**config.mk**
```make
export PLATFORM = sky130hd
export DESIGN_NAME = mod_exp
export DESIGN_NICKNAME = d
export VERILOG_FILES = /design/src/rtl/mod_exp_pkg.sv /design/src/rtl/mod_exp_mod_mult.sv /design/src/rtl/mod_exp.sv
export SDC_FILE = /design/constraint.sdc
export NUM_CORES = 2
export LEC_CHECK = 0
export BUFFER_PORTS_ARGS = -buffer_cell sky130_fd_sc_hd__buf_4
export CORE_AREA = 3 3 226 317
export CTS_CLUSTER_SIZE = 10
export DETAILED_ROUTE_END_ITERATION = 8
export DIE_AREA = 0 0 229 320
export GPL_ROUTABILITY_DRIVEN = 0
export PLACE_DENSITY = 0.83
export SYNTH_ARGS = -nofsm -noshare
export SYNTH_HDL_FRONTEND = slang
export SYNTH_SLANG_ARGS = --single-unit
```
**constraint.sdc**
```tcl
create_clock -name clk -period 10.6 [get_ports clk]
set_input_delay 0.53 -clock clk [delete_from_list [all_inputs] [get_ports clk]]
set_output_delay 0.53 -clock clk [all_outputs]
set_load 0.02 [all_outputs]
```
**src/rtl/mod_exp_pkg.sv**
```systemverilog
// Shared types for the modular exponentiation unit: FSM states and the operand
// width derived from the architecture half-width.
package mod_exp_pkg;

    typedef enum logic [1:0] {
        IDLE   = 2'd0,
        REDUCE = 2'd1,
        STEP   = 2'd2,
        DONE   = 2'd3
    } state_t;

    function automatic int op_width(input int arq);
        return 2 * arq;
    endfunction

endpackage

```
**src/rtl/mod_exp_mod_mult.sv**
```systemverilog
// Interleaved shift-add modular multiplier: product = a*x mod m, one multiplier
// bit per cycle, MSB first. The first bit is consumed on the start edge, so
// the product is ready after exactly W edges and done pulses for one cycle.
module mod_mult #(
    parameter int W = 32
) (
    input  logic         clk,
    input  logic         reset,
    input  logic         start,
    input  logic [W-1:0] a,
    input  logic [W-1:0] x,
    input  logic [W-1:0] m,
    output logic         done,
    output logic [W-1:0] product
);
    localparam int CW = $clog2(W);

    logic [W-1:0]  acc;
    logic [W-1:0]  a_r;
    logic [W-1:0]  m_r;
    logic [W-1:0]  xs;
    logic [CW-1:0] cnt;
    logic          busy;

    // acc < m on entry, so 2*acc and acc+a both stay below 2m and fit in W+1
    // bits; one conditional subtraction restores acc < m each time.
    function automatic logic [W-1:0] mstep(input logic [W-1:0] acc_in,
                                           input logic         xbit,
                                           input logic [W-1:0] a_in,
                                           input logic [W-1:0] m_in);
        logic [W:0] t;
        t = {acc_in, 1'b0};
        if (t >= {1'b0, m_in}) t = t - {1'b0, m_in};
        if (xbit) begin
            t = t + {1'b0, a_in};
            if (t >= {1'b0, m_in}) t = t - {1'b0, m_in};
        end
        return t[W-1:0];
    endfunction

    always_ff @(posedge clk or negedge reset) begin
        if (!reset) begin
            acc  <= '0;
            a_r  <= '0;
            m_r  <= '0;
            xs   <= '0;
            cnt  <= '0;
            busy <= 1'b0;
            done <= 1'b0;
        end else begin
            done <= 1'b0;
            if (start) begin
                acc  <= mstep('0, x[W-1], a, m);
                a_r  <= a;
                m_r  <= m;
                xs   <= {x[W-2:0], 1'b0};
                cnt  <= CW'(W - 1);
                busy <= 1'b1;
            end else if (busy) begin
                acc <= mstep(acc, xs[W-1], a_r, m_r);
                xs  <= {xs[W-2:0], 1'b0};
                cnt <= cnt - 1'b1;
                if (cnt == CW'(1)) begin
                    busy <= 1'b0;
                    done <= 1'b1;
                end
            end
        end
    end

    assign product = acc;

endmodule

```
**src/rtl/mod_exp.sv**
```systemverilog
// Right-to-left square-and-multiply modular exponentiation. Starts on reset
// release, latches operands once, and holds the result with finish high.
module mod_exp
    import mod_exp_pkg::*;
#(
    parameter int ARQ = 16
) (
    input  logic             clk,
    input  logic             reset,
    input  logic [2*ARQ-1:0] base,
    input  logic [2*ARQ-1:0] modulo,
    input  logic [2*ARQ-1:0] exponent,
    output logic             finish,
    output logic [2*ARQ-1:0] result
);
    localparam int W  = op_width(ARQ);
    localparam int IW = $clog2(W);

    state_t        state, state_nxt;
    logic [W-1:0]  base_r, mod_r, exp_r;
    logic [W-1:0]  b, r;
    logic [IW-1:0] bit_idx;
    logic          mult_go;

    logic          mul_start, sq_start;
    logic          mul_done, sq_done;
    logic [W-1:0]  mul_a, mul_x, mul_p, sq_p;
    logic          last_bit, step_done;

    // The multiplier instance doubles as the base reducer (1*base mod m).
    assign mul_a     = (state == REDUCE) ? W'(1) : r;
    assign mul_x     = (state == REDUCE) ? base_r : b;
    assign mul_start = mult_go;
    assign sq_start  = mult_go && (state == STEP);
    assign last_bit  = (bit_idx == IW'(W - 1));
    assign step_done = mul_done && sq_done;

    mod_mult #(.W(W)) u_mul (
        .clk     (clk),
        .reset   (reset),
        .start   (mul_start),
        .a       (mul_a),
        .x       (mul_x),
        .m       (mod_r),
        .done    (mul_done),
        .product (mul_p)
    );

    mod_mult #(.W(W)) u_sq (
        .clk     (clk),
        .reset   (reset),
        .start   (sq_start),
        .a       (b),
        .x       (b),
        .m       (mod_r),
        .done    (sq_done),
        .product (sq_p)
    );

    always_ff @(posedge clk or negedge reset) begin
        if (!reset) state <= IDLE;
        else        state <= state_nxt;
    end

    always_comb begin
        state_nxt = state;
        case (state)
            IDLE:    state_nxt = (modulo == '0) ? DONE : REDUCE;
            REDUCE:  if (mul_done) state_nxt = STEP;
            STEP:    if (step_done && last_bit) state_nxt = DONE;
            DONE:    state_nxt = DONE;
            default: state_nxt = IDLE;
        endcase
    end

    always_ff @(posedge clk or negedge reset) begin
        if (!reset) begin
            base_r  <= '0;
            mod_r   <= '0;
            exp_r   <= '0;
            b       <= '0;
            r       <= '0;
            bit_idx <= '0;
            mult_go <= 1'b0;
            finish  <= 1'b0;
            result  <= '0;
        end else begin
            mult_go <= 1'b0;
            case (state)
                IDLE: begin
                    base_r  <= base;
                    mod_r   <= modulo;
                    exp_r   <= exponent;
                    mult_go <= (modulo != '0);
                end
                REDUCE: if (mul_done) begin
                    b       <= mul_p;
                    r       <= (mod_r == W'(1)) ? '0 : W'(1);
                    bit_idx <= '0;
                    mult_go <= 1'b1;
                end
                STEP: if (step_done) begin
                    b <= sq_p;
                    if (exp_r[bit_idx]) r <= mul_p;
                    // Publish on the final update edge so result is valid as DONE is entered.
                    if (last_bit) begin
                        finish <= 1'b1;
                        result <= exp_r[bit_idx] ? mul_p : r;
                    end else begin
                        bit_idx <= bit_idx + 1'b1;
                        mult_go <= 1'b1;
                    end
                end
                DONE: begin
                    finish <= 1'b1;
                    result <= r;
                end
                default: ;
            endcase
        end
    end

endmodule

```
==> metrics.yaml <==
status:
  outcome: "finished, violations left"
  failed_checks: "capacitance limit, slew limit"
cts:
  htreeDepth: 2
  clkLatencyLatePin_ns: 0.64
  clock-root-buffer: "sky130_fd_sc_hd__clkbuf_16"
  cts_tree: "built"
  numCtsBuffers: 54
  ctsLongestPathBuffers: 3
  cts.reportedPaths.clkPinSlew_ns: 0.06
  clock_sink_count: 469
routing:
  drt_wl_total_mm: 125.5
  first_iter_violations: 3871
  dr_total_vias: 35360
  antenna_violating_nets_post_route: 0
  drt_pre_antenna_iters: 7
  avgRoutedWirePerCell_um: 23.28
  route.detailed.drc: 0
  viasPerCell: 6.558
critical_path:
  cp_slowest_stage_delay_ns: 0.78
  worstPathMaxFanout: 51
  worst_r2r_endpoint: "u_mul.product[0]$_DFFE_PN0P_"
  reg2reg_from: "u_mul.product[26]$_DFFE_PN0P_"
  worst-r2r-setup-slack_ns: 0.70
  critPathKind: "flip-flop to flip-flop"
  critPathCaptureType: "flip-flop"
  critical_path_source: "u_mul.product[26]$_DFFE_PN0P_"
  worst_setup_path_endpoint: "u_mul.product[0]$_DFFE_PN0P_"
  start_kind: "flip-flop"
  timing.critical_path.arrival_ns: 10.47
  endpoint_required_time_on_the_critical_path_ns: 11.17
  cpMaxStageDelayCell: "sky130_fd_sc_hd__nor4_4"
  r2r_cells: 34
layout:
  final.fill_count: 5887
  num-nets-final: 4884
  layout-drive-gt1-share: 0.09570
  area_growth_syn_to_layout_pct: 9.147
  multi_input_logic_area_um2: 24760
  register_area_um2: 11740
yosys:
  synth_area_per_cell_um2: 8.626
  leading_post_synthesis_cells_by_cell_area: "sky130_fd_sc_hd__dfrtp_1 31%, sky130_fd_sc_hd__ha_1 11%, sky130_fd_sc_hd__nand2_1 5.2%, sky130_fd_sc_hd__o21ai_0 5.1%, sky130_fd_sc_hd__a21oi_1 4.9%"
  synth_top_cell_by_area: "sky130_fd_sc_hd__dfrtp_1"
  synth_ff_type: "sky130_fd_sc_hd__dfrtp_1"
  synth_sequential_area_ratio: 0.3098
  synthDominantCellAreaShare: 0.3098
  async_flop_share: 1.000
  synth_enable_flop_cells: 0
  yosysWarnings: 0
  synth_seq_cells: 469
  distinct_cell_type_count_after_synthesis: 96
  syn-cell-area_um2: 37880
  syn-num-nets: 4827
  synthCells: 4391
grt:
  maximum_number_of_pins_on_one_net_before_global_route_repair: 164
  grt_pass1_vias: 34680
  grt-ovfl-total: 0
  grt.total_usage: 0.3322
  antenna_violations_before_repair: 2
  grt_first_pass_wirelength_mm: 191.9
sta:
  finalHoldViolCount: 0
  period_needed_ns: 9.901
  tns_ns: 0
  max_freq_ghz: 0.1010
  grt_setup_unrepaired: "false"
  worst_slew_pin_slew_ns: 1.514
  final.hold.worst_slack_ns: 0.1252
  layout_worst_path_cycle_share: 0.9341
  final-setup-viol-count: 0
  max-slew-margin-rel: -0.01895
  fin_worst_skew_ns: 0.02352
  report.final.slew_viol_count: 2
die:
  pin_count: 131
  die_span_x_um: 229
  height_of_the_die_um: 320
  floorplan.initialDensity: 0.5487
  design.core.area_um2: 69040
  row_count: 114
  total_die_area_um2: 73280
flow_run:
  max_cap_violations: 1
placed_design:
  dpl.hpwl_mm: 95.49
  place.port_buffers: 130
worst_hold_path:
  hp-class: "input port to flip-flop"
## cells by family after synthesis
logic type,count (synthesis),synth area share
xor+xnor,288,0.06659
mux,305,0.08595
fa+ha+maj,338,0.1136
compound gates,1433,0.2388
flops,469,0.3098
simple gates,1182,0.1463
buf+inv,376,0.03891
## worst min path at each step
stage                             startpoint                endpoint  cells after the start
after global placement    finish$_DFFE_PN0P_      finish$_DFFE_PN0P_                      1
after global routing              modulo[29]   mod_r[29]$_DFFE_PN0P_                      3
final                               base[27]  base_r[27]$_DFFE_PN0P_                      2
after CTS                         modulo[29]   mod_r[29]$_DFFE_PN0P_                      3
after floorplan                        reset        b[0]$_DFFE_PN0P_                      0
after detailed placement  finish$_DFFE_PN0P_      finish$_DFFE_PN0P_                      1
## area by class of cell
| class | instances | area share |
|---|---|---|
| Timing Repair Buffer | 180 | 0.03368 |
| Sequential cell | 469 | 0.2840 |
| Tap cell | 928 | 0.02809 |
| Clock inverter | 4 | 0.001695 |
| Multi-Input combinational cell | 3546 | 0.5990 |
| Inverter | 197 | 0.01789 |
| Clock buffer | 66 | 0.03556 |
| Antenna cell | 1 | 0.00006053 |
## layer usage
layer / vias up / track usage / part of all wire
li1: 16070 / - / -
met1: 16700 / 0.3945 / 0.36
met2: 2008 / 0.5475 / 0.45
met3: 569 / 0.04677 / 0.091
met4: 2 / 0.2495 / 0.095
met5: - / 0 / 0.000096
## Yosys cell counts, drive strengths merged, types with 35 or more instances
master,count
a221oi,36
nand2b,41
nor3,48
nand4,35
a31oi,67
nand2,525
a21oi,377
dfrtp,469
mux2i,179
nor4,40
o21a,48
o21bai,41
nor2b,98
mux2,122
o21ai,415
a21o,136
nand3,70
ha,328
xor2,91
inv,197
clkbuf,148
xnor2,197
a211oi,81
nor2,218
## what timing repair did
action | in CTS | in global routing
hold endpoints to repair | 26 | 0
hold buffers | 1 | 0
gates resized for setup | 0 | 1
buffers inserted | 0 | 0
endpoints found under the setup margin | 0 | 1
## worst max-delay path: cells and delay by family, from the launching register on
family                     cells  cell delay (ns)
DFF                            1             0.52
AOI/OAI and AO/OA             15             3.86
xor gates and xnor gates       1             0.27
buffers and inverters          2             0.14
adders and majority gates      4             1.37
and+or+nand+nor               12             3.59
## through the flow
step	cells	cell area, um2	worst slack [ns]	utilization
floorplan	4391	37880	2.933	-
global placement	5318	39760	0.8214	0.5760
detailed placement	5318	39760	0.6213	0.5760
finish	5391	41340	0.6989	0.5988
CTS	5389	41310	0.5496	0.5984
global route	5390	41340	0.3900	0.5988
## registers in the layout, summed over array words and instances, names as in the netlist, 2 cells and up
name / cells
b: 32
base_r: 32
exp_r: 32
mod_r: 32
r: 32
result: 32
u_mul.a_r: 32
u_mul.m_r: 32
u_mul.product: 32
u_sq.a_r: 32
u_sq.m_r: 32
u_sq.product: 32
u_mul.xs: 31
u_sq.xs: 31
bit_idx: 5
u_mul.cnt: 5
u_sq.cnt: 5
state: 2
## layout by cell type, fill, tap and decap left out, drive strengths merged, types with 40 or more instances in the layout
cell type  synthesis  final
nand2b            41     41
nor3              48     48
ha               328    328
inv              197    197
dfrtp            469    469
a211oi            81     81
a21o             136    136
a21oi            377    377
nor4              40     40
mux2             122    122
o21a              48     48
buf               31    178
nor2             218    218
clkbuf           148     67
nor2b             98     98
xnor2            197    197
nand2            525    525
mux2i            179    179
xor2              91     91
a31oi             67     67
o21ai            415    415
nand3             70     70
o21bai            41     41
Power is not shown: default switching activity piles up to over one toggle a cycle in this logic, so the estimate is an artifact.
